## src/rtl/sim_run_monitor.sv

```systemverilog
// Run monitor for simulation: global cycle timeout, per-channel heartbeat watchdog
// and pass/fail capture, latched as a sticky DONE result until clr or reset.
module sim_run_monitor #(
    parameter int CNT_W      = 32,
    parameter int NCH        = 4,
    parameter int MAX_CYCLES = 30000000,
    parameter int HB_LIMIT   = 4096
) (
    input  logic             i_ext_pad_clkmux_ehs_clk,
    input  logic             PI_SOC_RST_B,
    input  logic             enable,
    input  logic             clr,
    input  logic [NCH-1:0]   ch_mask,
    input  logic [NCH-1:0]   hb_evt,
    input  logic             pass_req,
    input  logic             fail_req,
    output logic [CNT_W-1:0] cycle_cnt,
    output logic [1:0]       state,
    output logic             done,
    output logic [1:0]       result,
    output logic [NCH-1:0]   hang_ch
);

    // state | meaning
    // IDLE  | counters held at 0, waiting for enable
    // RUN   | counting (enable=1) or paused (enable=0), watching for end events
    // DONE  | result latched, all run inputs ignored until clr
    typedef enum logic [1:0] {
        S_IDLE = 2'b00,
        S_RUN  = 2'b01,
        S_DONE = 2'b10
    } state_t;

    localparam logic [1:0]       RES_NONE = 2'b00;
    localparam logic [1:0]       RES_PASS = 2'b01;
    localparam logic [1:0]       RES_FAIL = 2'b10;
    localparam logic [1:0]       RES_HANG = 2'b11;
    localparam logic [CNT_W-1:0] CYC_TC   = CNT_W'(MAX_CYCLES - 1);
    localparam logic [15:0]      HB_TC    = 16'(HB_LIMIT - 1);

    state_t                 state_q, state_d;
    logic [CNT_W-1:0]       cnt_q, cnt_d;
    logic [1:0]             res_q, res_d;
    logic [NCH-1:0]         hang_q, hang_d;
    logic [NCH-1:0][15:0]   idle_q, idle_d;
    logic [NCH-1:0]         hb_hit;

    always_ff @(posedge i_ext_pad_clkmux_ehs_clk or posedge PI_SOC_RST_B) begin
        if (PI_SOC_RST_B) begin
            state_q <= S_IDLE;
            cnt_q   <= '0;
            res_q   <= RES_NONE;
            hang_q  <= '0;
            idle_q  <= '0;
        end else begin
            state_q <= state_d;
            cnt_q   <= cnt_d;
            res_q   <= res_d;
            hang_q  <= hang_d;
            idle_q  <= idle_d;
        end
    end

    // A channel is hung when its idle counter is at terminal count and no heartbeat rescues it.
    always_comb begin
        hb_hit = '0;
        for (int i = 0; i < NCH; i++) begin
            hb_hit[i] = ch_mask[i] && !hb_evt[i] && (idle_q[i] == HB_TC);
        end
    end

    always_comb begin
        state_d = state_q;
        cnt_d   = cnt_q;
        res_d   = res_q;
        hang_d  = hang_q;
        idle_d  = idle_q;
        if (clr) begin
            state_d = S_IDLE;
            cnt_d   = '0;
            res_d   = RES_NONE;
            hang_d  = '0;
            idle_d  = '0;
        end else begin
            case (state_q)
                S_IDLE: begin
                    cnt_d  = '0;
                    res_d  = RES_NONE;
                    hang_d = '0;
                    idle_d = '0;
                    if (enable) state_d = S_RUN;
                end
                S_RUN: begin
                    if (fail_req) begin
                        state_d = S_DONE;
                        res_d   = RES_FAIL;
                    end else if (pass_req) begin
                        state_d = S_DONE;
                        res_d   = RES_PASS;
                    end else if (enable) begin
                        if (|hb_hit) begin
                            state_d = S_DONE;
                            res_d   = RES_HANG;
                            hang_d  = hb_hit;
                        end else if (cnt_q == CYC_TC) begin
                            state_d = S_DONE;
                            res_d   = RES_HANG;
                            hang_d  = '0;
                        end else begin
                            cnt_d = cnt_q + CNT_W'(1);
                            for (int i = 0; i < NCH; i++) begin
                                idle_d[i] = (ch_mask[i] && !hb_evt[i]) ? idle_q[i] + 16'd1 : 16'd0;
                            end
                        end
                    end
                end
                S_DONE: begin
                end
                default: begin
                    state_d = S_IDLE;
                    cnt_d   = '0;
                    res_d   = RES_NONE;
                    hang_d  = '0;
                    idle_d  = '0;
                end
            endcase
        end
    end

    assign cycle_cnt = cnt_q;
    assign state     = state_q;
    assign done      = (state_q == S_DONE);
    assign result    = res_q;
    assign hang_ch   = hang_q;

endmodule

```

## config.mk

```make
export PLATFORM = sky130hd
export DESIGN_NAME = sim_run_monitor
export DESIGN_NICKNAME = d
export VERILOG_FILES = /design/src/rtl/sim_run_monitor.sv
export SDC_FILE = /design/constraint.sdc
export NUM_CORES = 1
export LEC_CHECK = 0
export ABC_AREA = 0
export BUFFER_PORTS_ARGS = -buffer_cell sky130_fd_sc_hd__buf_4
export CORE_ASPECT_RATIO = 1.5
export CORE_MARGIN = 2
export CORE_UTILIZATION = 46
export DETAILED_ROUTE_END_ITERATION = 6
export GPL_ROUTABILITY_DRIVEN = 0
export PLACE_DENSITY_LB_ADDON = 0.15
export REMOVE_ABC_BUFFERS = 1
export SLEW_MARGIN = 20
export SYNTH_ARGS = -nofsm -noshare
export SYNTH_HDL_FRONTEND = slang
export SYNTH_SLANG_ARGS = --single-unit
```

## constraint.sdc

```tcl
create_clock -name i_ext_pad_clkmux_ehs_clk -period 3.7 [get_ports i_ext_pad_clkmux_ehs_clk]
set_input_delay 0.37 -clock i_ext_pad_clkmux_ehs_clk [delete_from_list [all_inputs] [get_ports i_ext_pad_clkmux_ehs_clk]]
set_output_delay 0.37 -clock i_ext_pad_clkmux_ehs_clk [all_outputs]
set_load 0.05 [all_outputs]
```

== Word-level counts from Yosys, hierarchy flattened ==
Cells that the tools add are included.

* Multiplexer cells: 40
* Reductions and logical operators: 18
* Add/sub/neg operators: 5
* Equality and inequality tests: 17

{| class="wikitable"
|+ Operator list
! operator !! count
|-
| $mux W64 || 6
|-
| $mux W32 || 6
|-
| $pmux W64 S2 || 1
|-
| $add A16 B1 Y16 const B || 4
|-
| $eq A16 B12 Y1 const B || 4
|-
| $mux W16 || 4
|-
| $pmux W32 S2 || 1
|-
| $add A32 B1 Y32 const B || 1
|-
| $eq A32 B25 Y1 const B || 1
|-
| $mux W2 || 13
|-
| $mux W4 || 6
|-
| $ne A3 B3 Y1 const B || 6
|-
| $logic_and A1 B1 Y1 || 8
|-
| $pmux W4 S2 || 1
|-
| $ne A6 B6 Y1 const B || 1
|-
| $pmux W2 S3 || 1
|-
| $reduce_and A6 Y1 || 1
|-
| $ne A5 B5 Y1 const B || 1
|-
| $reduce_and A5 Y1 || 1
|-
| $logic_not A1 Y1 || 4
|-
| $ne A4 B4 Y1 const B || 1
|-
| $pmux W2 S2 || 1
|-
| $reduce_and A4 Y1 || 1
|-
| $reduce_or A4 Y1 || 1
|-
| other kinds (5) || 5
|}

* Output and inout bits: 41
* Input bits: 14
* Logic and storage cells: 88
* Flip-flop bits (word level): 104

== Logic depth before layout (Yosys ltp) ==
* Depth after elaboration: 10
* Gate-level depth with buffers: 11
* Depth with buffers taken out: 8

== Least setup slack after synthesis ==
No wires, ideal clock.

* Path kind: reg-to-reg
* Start: register cnt_q[0], in the netlist cycle_cnt[0]
* End: register cnt_q[20], in the netlist cycle_cnt[20]
* Clock period less this slack: 2.849 ns
* Setup time: 0.122 ns
* Required time: 3.578 ns
* Data arrival time: 2.727 ns
* Buffers on the path: 3
* Path slack: 0.851 ns
* Stages on the path, launching flop included: 12
* Path through: dfrtp_1 -> ha_1 -> nand3_2 -> or3_1 -> o32a_1 -> and3_1 -> buf_6 -> and3_1 -> buf_6 -> buf_6 -> a32oi_1 -> nand2_1

* Word-level cells in the longest chain between the ends: 8
* Elaborated cells on any way between the ends: 11
* Those cells by class: add/sub (1); eq/ne (2); mux (7); reduce/logical (1)

{| class="wikitable"
|+ RTL lines
! item !! line !! source
|-
| start: declaration || 42 || <nowiki>logic [CNT_W-1:0] cnt_q, cnt_d;</nowiki>
|-
| start signal: assignment || 57 || <nowiki>cnt_q <= cnt_d;</nowiki>
|-
| $add A32 B1 Y32 || 110 || <nowiki>cnt_d = cnt_q + CNT_W'(1);</nowiki>
|-
| $mux W32 || 105 || <nowiki>end else if (cnt_q == CYC_TC) begin</nowiki>
|-
| $mux W32 || 101 || <nowiki>if (|hb_hit) begin</nowiki>
|-
| $mux W32 || 100 || <nowiki>end else if (enable) begin</nowiki>
|-
| $mux W32 || 97 || <nowiki>end else if (pass_req) begin</nowiki>
|-
| $mux W32 || 94 || <nowiki>if (fail_req) begin</nowiki>
|-
| $pmux W32 S2 || 85 || <nowiki>case (state_q)</nowiki>
|-
| $mux W32 || 78 || <nowiki>if (clr) begin</nowiki>
|}

Parallel ways exist; a longest one is shown, timed or not. The select of a mux whose other input is x is not followed.
A chain may end at the register's enable or synchronous reset.

== Worst setup path after layout ==
* Start: register idle_q[48] (netlist bit)
* End: register idle_q[31] (netlist bit)

* Word-level cells in the longest chain between the ends: 5

{| class="wikitable"
|+ RTL lines
! item !! line !! source
|-
| start: declaration || 45 || <nowiki>logic [NCH-1:0][15:0] idle_q, idle_d;</nowiki>
|-
| start signal: assignment || 60 || <nowiki>idle_q <= idle_d;</nowiki>
|-
| $eq A16 B12 Y1 || 68 || <nowiki>hb_hit[i] = ch_mask[i] && !hb_evt[i] && (idle_q[i] == HB_TC);</nowiki>
|-
| $logic_and A1 B1 Y1 || 68 ||
|-
| $reduce_or A4 Y1 || 101 ||
|-
| $ne A3 B3 Y1 (no line) || n/a ||
|-
| $reduce_and A6 Y1 (no line) || n/a ||
|}

Every way passes these cells.

==> summary.md <==
| Metric | Value |
|---|---|
| Outcome | completed |
| TritonCTS Buffers | 9 |
| H-tree depth | 3 |
| Detailed Place HPWL | roughly 11 mm |
| CTS tree | done |
| Clk_lat worst skew | 340 ps |
| Met1 Usage GRT | 0.321 |
| CP Capture Point | idle_q[31] |
| Cell Pwr Density | 355 mW/mm2 |
| RSZ-0062 raised after global routing | false |
| Setup tns final | 0 ps |
| Worst R2R Start | idle_q[48] |
| Pleak | roughly 2.9 nW |
| Setup Skew | 8.73 ps |
| Rows | 50 |
| Drt initial violations | between 300 and 400 |
| Die height | approximately 140 um |
| Mean Syn Cell Area | between 8 and 9 um2 |
| Dpl ws | around 520 ps |
| Total Die Area | 0.0134 mm2 |
| Ranking of synthesized cells by area | dfrtp_1, o21ai_0, nand3_1 |
| Top Usage Layer GRT | met2 |
| Main combinational cell family by area after synthesis | simple AND/OR/NAND/NOR gates |
| Worst hold path type | in2async |
| Port buffer count | 54 |
| CP startpoint | idle_q[48] |
| Most frequent cell after synthesis | o21ai_0 |
| Filler instances | 1129 |
| Synth cell count leaders | o21ai_0, dfrtp_1, nand3_1 |
| Tightest Pin Transition | between 800 and 900 ps |
| Final net count | around 740 |
| Leading area contributor after synthesis | dfrtp_1 |
| Worst-case vdd ir drop | 0.000182 V |
| Mux share of post-synthesis cell area | 0.00174 |
| IO Pins | between 50 and 60 |
| Relative slew slack | 0.411 |
| # Post-CTS Setup Buffers | 0 |
| Simple-Gate Fraction of Synth Area | 0.263 |
| Post_cts resized | 0 |
| Total track usage | 0.249 |
| Synth Register Bits | 104 |
| Detail Route Antenna Nets | 0 |
| EDFF count, synth | 0 |
| Routed via count | about 5500 |
| Ratio of cells with drive above 1 in the final layout | 0.122 |
| Drt total wl | approximately 16 mm |
| Reg2Reg Depth | 8 |
| Final setup margin | between 500 and 600 ps |
| Crit Path Category | reg2reg |
| First-pass GRT wire length | ~27 mm |
| Clk slew on worst S/H paths | ~70 ps |
| Initial Util | 0.466 |
| CTS Root Buffer Type | clkbuf_16 |
| Fin Hold WS | approximately 120 ps |
| TritonRoute pass-1 iters | 5 |
| Synth Area in Adders | 0.0109 |
| Worst R2R End | idle_q[31] |
| Finish-stage setup viols | 0 |
| Startpoint types | flop |
| Clock Tree Buf Depth | 2 |
| Post-synth cell types | 49 |
| Clock Sinks | around 100 |
| Vias per cell | 6.25 |
| Gate Count Post-Synth | 681 |
| Wire length per cell | between 15 and 20 um |
| Core Region | approximately 0.012 mm2 |
| Fin crit share | 0.859 |
| XOR/XNOR share of the synthesized area | 0 |
| Final Critical Period | 3180 ps |
| Grt met3 use | 0.0331 |
| CP Capture Type | flop |
| Compound-Gate Fraction of Synth Area | 0.235 |
| Die width | about 95 um |
| Register area share after synthesis | 0.454 |
| Synth async-reset ratio | 1.00 |
| Worst EP arrival | 3400 ps |
| Max-slew violation count | 0 |
| Synth top area share | 0.454 |
| Fmax | between 300 and 400 MHz |
| Hold buffers post-CTS | 0 |
| Top FF cell, synth | dfrtp_1 |
| Final Hold Fails | 0 |
| DR DRC count | 0 |
| Grt met2 use | 0.420 |
| Total grt overflow | 0 |
| Power consumption | 2.34 mW |
| Reg2Reg Setup Slack | about 520 ps |
| Ys Warns | 0 |
| Worst EP required | roughly 3900 ps |
| Ant. Diodes | 0 |
| Area Growth Syn to Fin | 14.7% |
| Worst Path Max Fanout | 12 |
| Mapped Area | ~0.0057 mm2 |
| Initial antenna violation count | 0 |
| Largest net degree at the start of global routing | between 50 and 60 |
| Max cap viols | 0 |
| Number of global-route vias before repair | 5415 |
[metal layers]
layer  vias up  part of all wire
li1       2630                 -
met1      2686              0.42
met5         -                 0
met2       190              0.51
met4         0             0.022
met3        23             0.044
[worst max-delay path, cell delays in order (launching register included)]
cell	delay (ps)
dfrtp_1	420
ha_1	240
and3_1	230
and3_1	220
a32oi_1	240
and3_1	360
and3_1	640
nand2_2	290
o41ai_1	420
[how the worst min path moves through the flow]
stage | from | to | slack (ps) | cells past startpoint
floorplan | clr | state[0] | 440 | 1
global placement | idle_q[47] | idle_q[47] | 460 | 1
detailed placement | idle_q[6] | idle_q[6] | 470 | 1
CTS | PI_SOC_RST_B | cycle_cnt[1] | 150 | 2
global route | PI_SOC_RST_B | cycle_cnt[1] | 170 | 2
finish | PI_SOC_RST_B | cycle_cnt[1] | 120 | 2
[cell families after synthesis]
logic type / Yosys count
DFF: 104
buffers and inverters: 43
muxes: 1
adders and majority gates: 5
AOI/OAI and AO/OA: 225
and+or+nand+nor: 303
[where the power goes]
group / total, mW / switching (mW) / internal (mW)
clock: 1.02 / 0.422 / 0.594
combinational: 0.175 / 0.131 / 0.0444
sequential: 1.14 / 0.00495 / 1.14
total: 2.34 / 0.557 / 1.78
[placed cells by master, fill, tap and decap left out, types with 2 or more instances in the layout]
cell and n:
o21ai_0 121, nand3_1 68, nand2_2 3, a211oi_1 3, clkbuf_16 9, o311ai_0 4
inv_1 7, and3_1 38, and2_1 6, ha_1 5, bufinv_16 2, a31oi_1 17
o22ai_1 2, nand2_1 65, nor2b_1 6, nor2_1 62, nor4_1 15, nand2b_1 4
or2_2 2, o21ai_1 6, dfrtp_1 104, nor3_1 9, and4_1 2, clkbuf_1 2
o31ai_1 35, o41ai_1 9, nand4_1 12, or3_1 3, buf_4 65, a22oi_1 3
a32oi_1 2, a21oi_1 14, nor4b_1 3
[final cells by class]
class | instances | area [um2] | area share
repair buffers | 66 | 508 | 0.0772
flip-flops and latches | 104 | 2600 | 0.395
multi-input cells | 534 | 2930 | 0.445
clock inverters | 5 | 81.3 | 0.0124
clock buffers | 11 | 233 | 0.0354
inverters | 8 | 32.5 | 0.00494
well taps | 156 | 195 | 0.0297
[through the flow]
step / instance area, um2 / util / instances
2_1_floorplan: 5560 / - / 646
5_1_grt: 6580 / 0.534 / 884
6_report: 6580 / 0.534 / 884
3_3_place_gp: 6270 / 0.509 / 868
4_1_cts: 6580 / 0.534 / 884
3_5_place_dp: 6270 / 0.509 / 868
[sequential cells by signal (all words and copies together), names as in the netlist]
name       count
cycle_cnt     32
state          2
hang_ch        4
idle_q        64
result         2
(Power assumes the default switching activity.)
